===== src/rtl/pipelined_adder_if.sv =====
// Operand/result handshake bundle for pipelined_adder.
// The master drives operands and out_ready; the slave (the adder) returns the result.
interface pipelined_adder_if;
    logic        in_valid;
    logic        in_ready;
    logic [31:0] input1;
    logic [31:0] input2;
    logic        carry_in;
    logic        out_valid;
    logic        out_ready;
    logic [31:0] out;
    logic        carry_out;
    logic        overflow;

    modport master (
        output in_valid,
        output input1,
        output input2,
        output carry_in,
        output out_ready,
        input  in_ready,
        input  out_valid,
        input  out,
        input  carry_out,
        input  overflow
    );

    modport slave (
        input  in_valid,
        input  input1,
        input  input2,
        input  carry_in,
        input  out_ready,
        output in_ready,
        output out_valid,
        output out,
        output carry_out,
        output overflow
    );
endinterface


===== src/rtl/pipelined_adder.sv =====
// Two-stage 32-bit carry-select adder with valid/ready flow control on both sides.
// Stage 1 adds the low half and both speculative upper halves; stage 2 picks the upper half.
module pipelined_adder (
    input logic              clk,
    input logic              rst,
    pipelined_adder_if.slave bus
);
    logic        s1_valid;
    logic [15:0] s1_lo_sum;
    logic        s1_lo_carry;
    logic [15:0] s1_hi_sum0;
    logic        s1_hi_carry0;
    logic [15:0] s1_hi_sum1;
    logic        s1_hi_carry1;
    logic        s1_sign_a;
    logic        s1_sign_b;

    logic        out_valid_q;
    logic [31:0] out_q;
    logic        carry_q;
    logic        overflow_q;

    logic        s2_load;
    logic        in_ready_c;
    logic        accept;
    logic [16:0] lo_full;
    logic [16:0] hi_full0;
    logic [16:0] hi_full1;
    logic [15:0] sel_sum;
    logic        sel_carry;
    logic        sel_overflow;

    // Stage 1 arithmetic: the upper half is computed for both possible carries.
    always_comb begin
        lo_full  = {1'b0, bus.input1[15:0]} + {1'b0, bus.input2[15:0]} + {16'd0, bus.carry_in};
        hi_full0 = {1'b0, bus.input1[31:16]} + {1'b0, bus.input2[31:16]};
        hi_full1 = hi_full0 + 17'd1;
    end

    always_comb begin
        if (s1_lo_carry) begin
            sel_sum   = s1_hi_sum1;
            sel_carry = s1_hi_carry1;
        end else begin
            sel_sum   = s1_hi_sum0;
            sel_carry = s1_hi_carry0;
        end
        sel_overflow = (s1_sign_a == s1_sign_b) && (sel_sum[15] != s1_sign_a);
    end

    // Stage 2 frees up when empty or when its result is taken this cycle.
    assign s2_load    = !out_valid_q || bus.out_ready;
    assign in_ready_c = !s1_valid || s2_load;
    assign accept     = bus.in_valid && in_ready_c;

    always_ff @(posedge clk) begin
        if (rst) begin
            s1_valid     <= 1'b0;
            s1_lo_sum    <= '0;
            s1_lo_carry  <= 1'b0;
            s1_hi_sum0   <= '0;
            s1_hi_carry0 <= 1'b0;
            s1_hi_sum1   <= '0;
            s1_hi_carry1 <= 1'b0;
            s1_sign_a    <= 1'b0;
            s1_sign_b    <= 1'b0;
            out_valid_q  <= 1'b0;
            out_q        <= '0;
            carry_q      <= 1'b0;
            overflow_q   <= 1'b0;
        end else begin
            if (accept) begin
                s1_valid     <= 1'b1;
                s1_lo_sum    <= lo_full[15:0];
                s1_lo_carry  <= lo_full[16];
                s1_hi_sum0   <= hi_full0[15:0];
                s1_hi_carry0 <= hi_full0[16];
                s1_hi_sum1   <= hi_full1[15:0];
                s1_hi_carry1 <= hi_full1[16];
                s1_sign_a    <= bus.input1[31];
                s1_sign_b    <= bus.input2[31];
            end else if (s2_load) begin
                s1_valid <= 1'b0;
            end

            if (s2_load) begin
                out_valid_q <= s1_valid;
                if (s1_valid) begin
                    out_q      <= {sel_sum, s1_lo_sum};
                    carry_q    <= sel_carry;
                    overflow_q <= sel_overflow;
                end
            end
        end
    end

    assign bus.in_ready  = in_ready_c;
    assign bus.out_valid = out_valid_q;
    assign bus.out       = out_q;
    assign bus.carry_out = carry_q;
    assign bus.overflow  = overflow_q;
endmodule

===== src/flat_wrapper.sv =====
// flat-port wrapper written by rule: the top's interface ports become plain ports
module pipelined_adder_flat 
  (clk, rst, bus_in_valid, bus_input1, bus_input2, bus_carry_in, bus_out_ready, bus_in_ready, bus_out_valid, bus_out, bus_carry_out, bus_overflow);
  pipelined_adder_if bus_i ();
  input logic clk;
  input logic rst;
  input wire logic [$bits(bus_i.in_valid)-1:0] bus_in_valid;
  input wire logic [$bits(bus_i.input1)-1:0] bus_input1;
  input wire logic [$bits(bus_i.input2)-1:0] bus_input2;
  input wire logic [$bits(bus_i.carry_in)-1:0] bus_carry_in;
  input wire logic [$bits(bus_i.out_ready)-1:0] bus_out_ready;
  output wire logic [$bits(bus_i.in_ready)-1:0] bus_in_ready;
  output wire logic [$bits(bus_i.out_valid)-1:0] bus_out_valid;
  output wire logic [$bits(bus_i.out)-1:0] bus_out;
  output wire logic [$bits(bus_i.carry_out)-1:0] bus_carry_out;
  output wire logic [$bits(bus_i.overflow)-1:0] bus_overflow;
  assign bus_i.in_valid = bus_in_valid;
  assign bus_i.input1 = bus_input1;
  assign bus_i.input2 = bus_input2;
  assign bus_i.carry_in = bus_carry_in;
  assign bus_i.out_ready = bus_out_ready;
  assign bus_in_ready = bus_i.in_ready;
  assign bus_out_valid = bus_i.out_valid;
  assign bus_out = bus_i.out;
  assign bus_carry_out = bus_i.carry_out;
  assign bus_overflow = bus_i.overflow;
  pipelined_adder u_core (.clk(clk), .rst(rst), .bus(bus_i));
endmodule

===== config.mk =====
export PLATFORM = sky130hd
export DESIGN_NAME = pipelined_adder_flat
export DESIGN_NICKNAME = d
export VERILOG_FILES = /design/src/rtl/pipelined_adder_if.sv /design/src/rtl/pipelined_adder.sv /design/src/flat_wrapper.sv
export SDC_FILE = /design/constraint.sdc
export NUM_CORES = 1
export LEC_CHECK = 0
export CORE_ASPECT_RATIO = 0.75
export CORE_MARGIN = 2
export CORE_UTILIZATION = 55
export DETAILED_ROUTE_END_ITERATION = 10
export DONT_BUFFER_PORTS = 1
export GPL_ROUTABILITY_DRIVEN = 1
export GPL_TIMING_DRIVEN = 0
export PLACE_DENSITY = 0.7
export SLEW_MARGIN = 20
export SYNTH_ARGS = -nofsm -noshare
export SYNTH_HDL_FRONTEND = slang
export SYNTH_SLANG_ARGS = --single-unit

===== constraint.sdc =====
create_clock -name clk -period 4.59 [get_ports clk]
set_input_delay 0.6885 -clock clk [delete_from_list [all_inputs] [get_ports clk]]
set_output_delay 0.6885 -clock clk [all_outputs]
set_load 0.02 [all_outputs]

# After elaboration in Yosys (flattened, before gate mapping)
# Index checks and enable logic that the tools add are counted.
# Widths: inputs -> output; s select.
# classes
n_addsub	4
eq_ne	2
mux	4
reduce_logical	8
# ops
operator	n
$add 16x16->17	2
$add 17x1->17	1
$add 17x1->17 const B	1
$mux 16	1
$mux 1	3
$logic_and 1x1->1	2
$logic_not 1->1	2
$logic_or 1x1->1	2
$reduce_and 2->1	1
$reduce_bool 2->1	1
$eq 1x1->1	1
$ne 1x1->1	1
# totals
regBits	89
input_bits	69
output_inout_bits	36
word_cells	31

# Depth between registers and ports, before layout
# depth
ltp_word	5
ltp_mapped	12

# Worst setup path before layout
# Ideal clock, no wire load.
# synth_path
kind	input to register
start	input bus_input2[16]
end	register u_core.s1_hi_sum1[15]
arrival_time_ps	3269
required_ps	4468
slack_ps	1199
stages	10
n_path_buf	0
path_cell_list	ha_1 fa_1 a211o_1 a211o_1 nand2_1 xor2_4 nor4_2 nor3b_2 a21oi_1 a311o_1
# synth_via
elab_chain_len	2
# synth_lines
element	line_no	rtl
start, declared	flat_wrapper.sv:9	input wire logic [$bits(bus_i.input2)-1:0] bus_input2;
$add 16x16->17	pipelined_adder.sv:36	hi_full0 = {1'b0, bus.input1[31:16]} + {1'b0, bus.input2[31:16]};
$add 17x1->17	pipelined_adder.sv:37	hi_full1 = hi_full0 + 17'd1;
end signal, assigned	pipelined_adder.sv:78	s1_hi_sum1 <= hi_full1[15:0];
end, declared	pipelined_adder.sv:13	logic [15:0] s1_hi_sum1;
# No other way between the ends.
# A chain may end at the register's enable or synchronous reset.

# Worst setup path after layout
# Ends and elaborated chain as after synthesis.

==> results.txt <==
* Most frequent cell on the critical path: a211o_1
- Lkg Pwr: 2.217 nW
* Worst-case register-to-register setup slack: 2000 ps
* Via count: 4584
- Root Driver: clkbuf_16
- Max Clock Freq: 293.3 MHz
* Reg clk slew, reported paths: 60 ps
- IR analysis of the VDD net gives a maximum drop of about 0.20 mV.
- TritonCTS built the clock tree.
* Cell area after placement: ~5400 um2
- For this design the ratio of total power to cell area is around 380 nW/um2.
* Post-detailed-route via-to-cell ratio: between 5 and 6
- Part of the Yosys area used for sequential elements: 0.3429
- The signal on the critical path passes through ha_1 > fa_1 > a211o_1 > a211o_1 > nand2_1 > xor2_4 > nor4_2 > nor3b_2 > a21oi_1 > a311o_1.
- The final number of hold-violating endpoints was 0.
- Total number of placement rows: 30
- Most common library cell in the layout ignoring fill and taps: nand2_1
* Die X-Extent: 116.2 um
- Initial antenna violation count: 0
- Final Instance Count excl. Fillers: 769
- The min-delay analysis places its worst path in the category register to register.
- For this configuration, the core starts out at a cell density of 0.5697.
* Syn Area/Cell: between 8 and 9 um2
- In this run the deepest clock path goes through 2 buffers.
- Slowest cell delay on critical path: 580 ps
- After synthesis, the netlist uses a little under 70 different library cells.
* Synth warn: 0
- CTS built an H-tree with a depth of 3.
- The via count of the first global-routing pass was 4148.
- Cell at the slowest stage of the critical path: nor4_2
- The first global-routing pass estimated approximately 20 mm of wire.
- After clock tree synthesis, the setup repair step added 0 buffers.
- Ratio of cells with drive above 1 in the final layout: 0.06084
- Total of hold buffers inserted after clock tree synthesis: 0
* Cell count of the worst hold path: 2
- At the worst endpoint, the arrival time is 3640 ps.
- Required time at the endpoint of the critical path: 4820 ps
- For this block, the routed nets add up to approximately 13 mm of wire.
* Number of setup violations in the final report: 0
- Worst Setup Start Kind: input port
- Number of buffers added by the clock tree synthesis step: 9
- Of all flip-flops after synthesis, the portion carrying an async set or reset was 0.
- The first detailed-routing pass ran for 5 iterations.
- Among all flip-flop cells after synthesis, the most frequent one is dfxtp_1.
- In this run the worst path has a maximum fanout of 5.
* Cts repair resizes: 0
- For this run, the post-layout net count is 740.
- The die covers roughly 10000 um2.
- Count of flip-flops with a built-in enable after synthesis: 0
* Number of routed nets with antenna violations: 0
- Commonest non-fill, non-tap cells in the layout: nand2_1 (92), dfxtp_1 (89), a21oi_1 (70)
- Max-cap violation count: 0
- For the pin with the worst max-slew slack, the measured transition is between 700 and 800 ps.
- The flow ran to the end, and the final reports show no timing, DRC or antenna violations.
* Layout-stage area growth over the synthesis result: 9.126%
* Number of flip-flops and latches in the synthesized netlist: 89
* Hold path endpoint: u_core.bus.out[11]$_SDFFE_PP0P_
- Capturing point of the worst reg2reg path: u_core.s1_lo_sum[8]$_SDFFE_PP0P_
- For the final routed database, the setup TNS stands at 0 ps.
* Setup repair after global routing missed its margin: no
* Initial drt markers: 336
* Share of Yosys cell area claimed by the top area cell type: 0.3429
* Count of input and output buffers: 0
* Critical path startpoint: bus_input2[16]
- After detailed placement, the design holds a cell count of around 750.
- Ranked by total cell area, the synthesized netlist is headed by dfxtp_1 (34%), ha_1 (7.7%), a21oi_1 (6.7%), nand2_1 (6.6%), a211oi_1 (4.8%).
- The startpoint identified for the worst register-to-register timing path is u_core.bus.out_valid$_SDFFE_PP0P_.
- Summing all non-filler instances in the final layout gives an area of about 5700 um2.
* Largest clock skew in the final design: 4.439 ps
- Entering global routing, the biggest net connects 17 pins.
- Number of slew-limit violations in the final report: 0
- Detailed placement HPWL: around 10 mm
- Shortest period the worst path allows: ~3400 ps
- Synth area leader: dfxtp_1
* DRC violation count after routing: 0
* Top Ports: 105
- STA classifies the critical path endpoint as a register.
- Across all hold checks on the routed design, the worst slack comes to between 400 and 500 ps.
- The number of cells on the worst reg-to-reg path is 7.
- Counting every net in the synthesized netlist gives 729.
- Dividing the final minimum period by the clock period gives 0.7428.
- Mapped Area: 5196 um2
- Final RePlAce weighted congestion: 0.8347
- Post-detailed-route wirelength per cell: 16.85 um
- Total GRT Usage: 0.2549
- Critical path class: input port to register
- Max-Slew Margin vs Limit: 0.5046
- In the synthesized netlist, the number of instances is 625.
- Die outline height: roughly 90 um
- Area inside the core boundary: between 9000 and 10000 um2
- Clock Latency Late Sink: 340 ps
- ANT cells: 0
* Hold Crit Start: u_core.s1_lo_sum[11]$_SDFFE_PP0P_
- Sink count of the clock tree: 89
- Remaining global-route overflow: 0
-- metal layers --
| layer | global-route usage | vias to the layer above | routed length, um |
|---|---|---|---|
| li1 | - | 2267 | - |
| met1 | 0.3812 | 2110 | 6339 |
| met2 | 0.3695 | 194 | 5252 |
| met3 | 0.05882 | 13 | 1213 |
| met4 | 0.06277 | 0 | 150 |
| met5 | 0 | - | 0 |
-- Yosys cell counts, types with 4 or more instances --
cell,count
nand2_1,92
dfxtp_1,89
a21oi_1,70
nor2_1,66
a211oi_1,33
ha_1,32
clkbuf_1,26
mux2i_1,18
a21o_1,16
nand3_1,14
inv_1,13
o21ai_0,13
xnor2_1,13
nor3_1,11
xor2_1,11
nand2b_1,8
buf_1,6
a211o_1,5
a31oi_1,5
and3_1,5
nor2b_1,5
a311oi_1,4
o21a_1,4
o21bai_1,4
-- layout make-up --
type                    instances  area [um2]
fillers                       816        3451
multi-input cells             490        3241
flip-flops and latches         89        1782
clock buffers                  10       239.0
well taps                     128       160.2
plain buffers                  33       125.1
clock inverters                 6       75.07
inverters                      13       48.80
-- worst max path at each step --
stage	end	slack (ps)	depth (start not counted)
floorplan	u_core.s1_hi_sum1[15]$_SDFFE_PP0P_	1200	10
global placement	u_core.s1_hi_sum1[15]$_SDFFE_PP0P_	850	10
detailed placement	u_core.s1_hi_sum1[15]$_SDFFE_PP0P_	850	10
CTS	u_core.s1_hi_sum1[15]$_SDFFE_PP0P_	1200	10
global route	u_core.s1_hi_sum1[15]$_SDFFE_PP0P_	1060	10
finish	u_core.s1_hi_sum1[15]$_SDFFE_PP0P_	1180	10
-- registers in the layout, summed over array words and instances, names as in the netlist --
signal and cells:
u_core.bus.carry_out 1, u_core.bus.out 32, u_core.bus.out_valid 1, u_core.bus.overflow 1, u_core.s1_hi_carry0 1, u_core.s1_hi_carry1 1
u_core.s1_hi_sum0 16, u_core.s1_hi_sum1 16, u_core.s1_lo_carry 1, u_core.s1_lo_sum 16, u_core.s1_sign_a 1, u_core.s1_sign_b 1
u_core.s1_valid 1
-- critical path, delay by kind of cell --
| family | cells | cell delay [ps] |
|---|---|---|
| compound gates | 4 | 1120 |
| xor+xnor | 1 | 150 |
| fa+ha+maj | 2 | 650 |
| simple gates | 3 | 1030 |
-- metrics by stage --
step / util / setup WS (ps) / total power [mW]
2_1_floorplan: - / 1199 / 1.295
3_3_place_gp: 0.5872 / 854.9 / 1.396
3_5_place_dp: 0.5872 / 847.9 / 1.412
4_1_cts: 0.6217 / 1199 / 2.160
5_1_grt: 0.6217 / 1060 / 2.263
6_report: 0.6217 / 1180 / 2.159
-- where the power goes --
part           leakage (nW)  internal [mW]  total, mW  switching, mW
sequential            0.733          0.837      0.895         0.0587
combinational          1.33          0.198      0.509          0.311
clock                 0.151          0.444      0.754          0.310
-- logic make-up (layout without fill, tap and decap cells) --
kind of cell	after synthesis	count (layout)	share of synthesized area
AO/OA/AOI/OAI	184	184	0.2427
XOR/XNOR	27	27	0.05201
adder cells (fa/ha/maj)	35	35	0.08861
buffers and inverters	46	62	0.03347
flip-flops	89	89	0.3429
multiplexers	19	19	0.03684
AND/OR/NAND/NOR	225	225	0.2035
No activity file was read; power rests on OpenSTA's default activity.
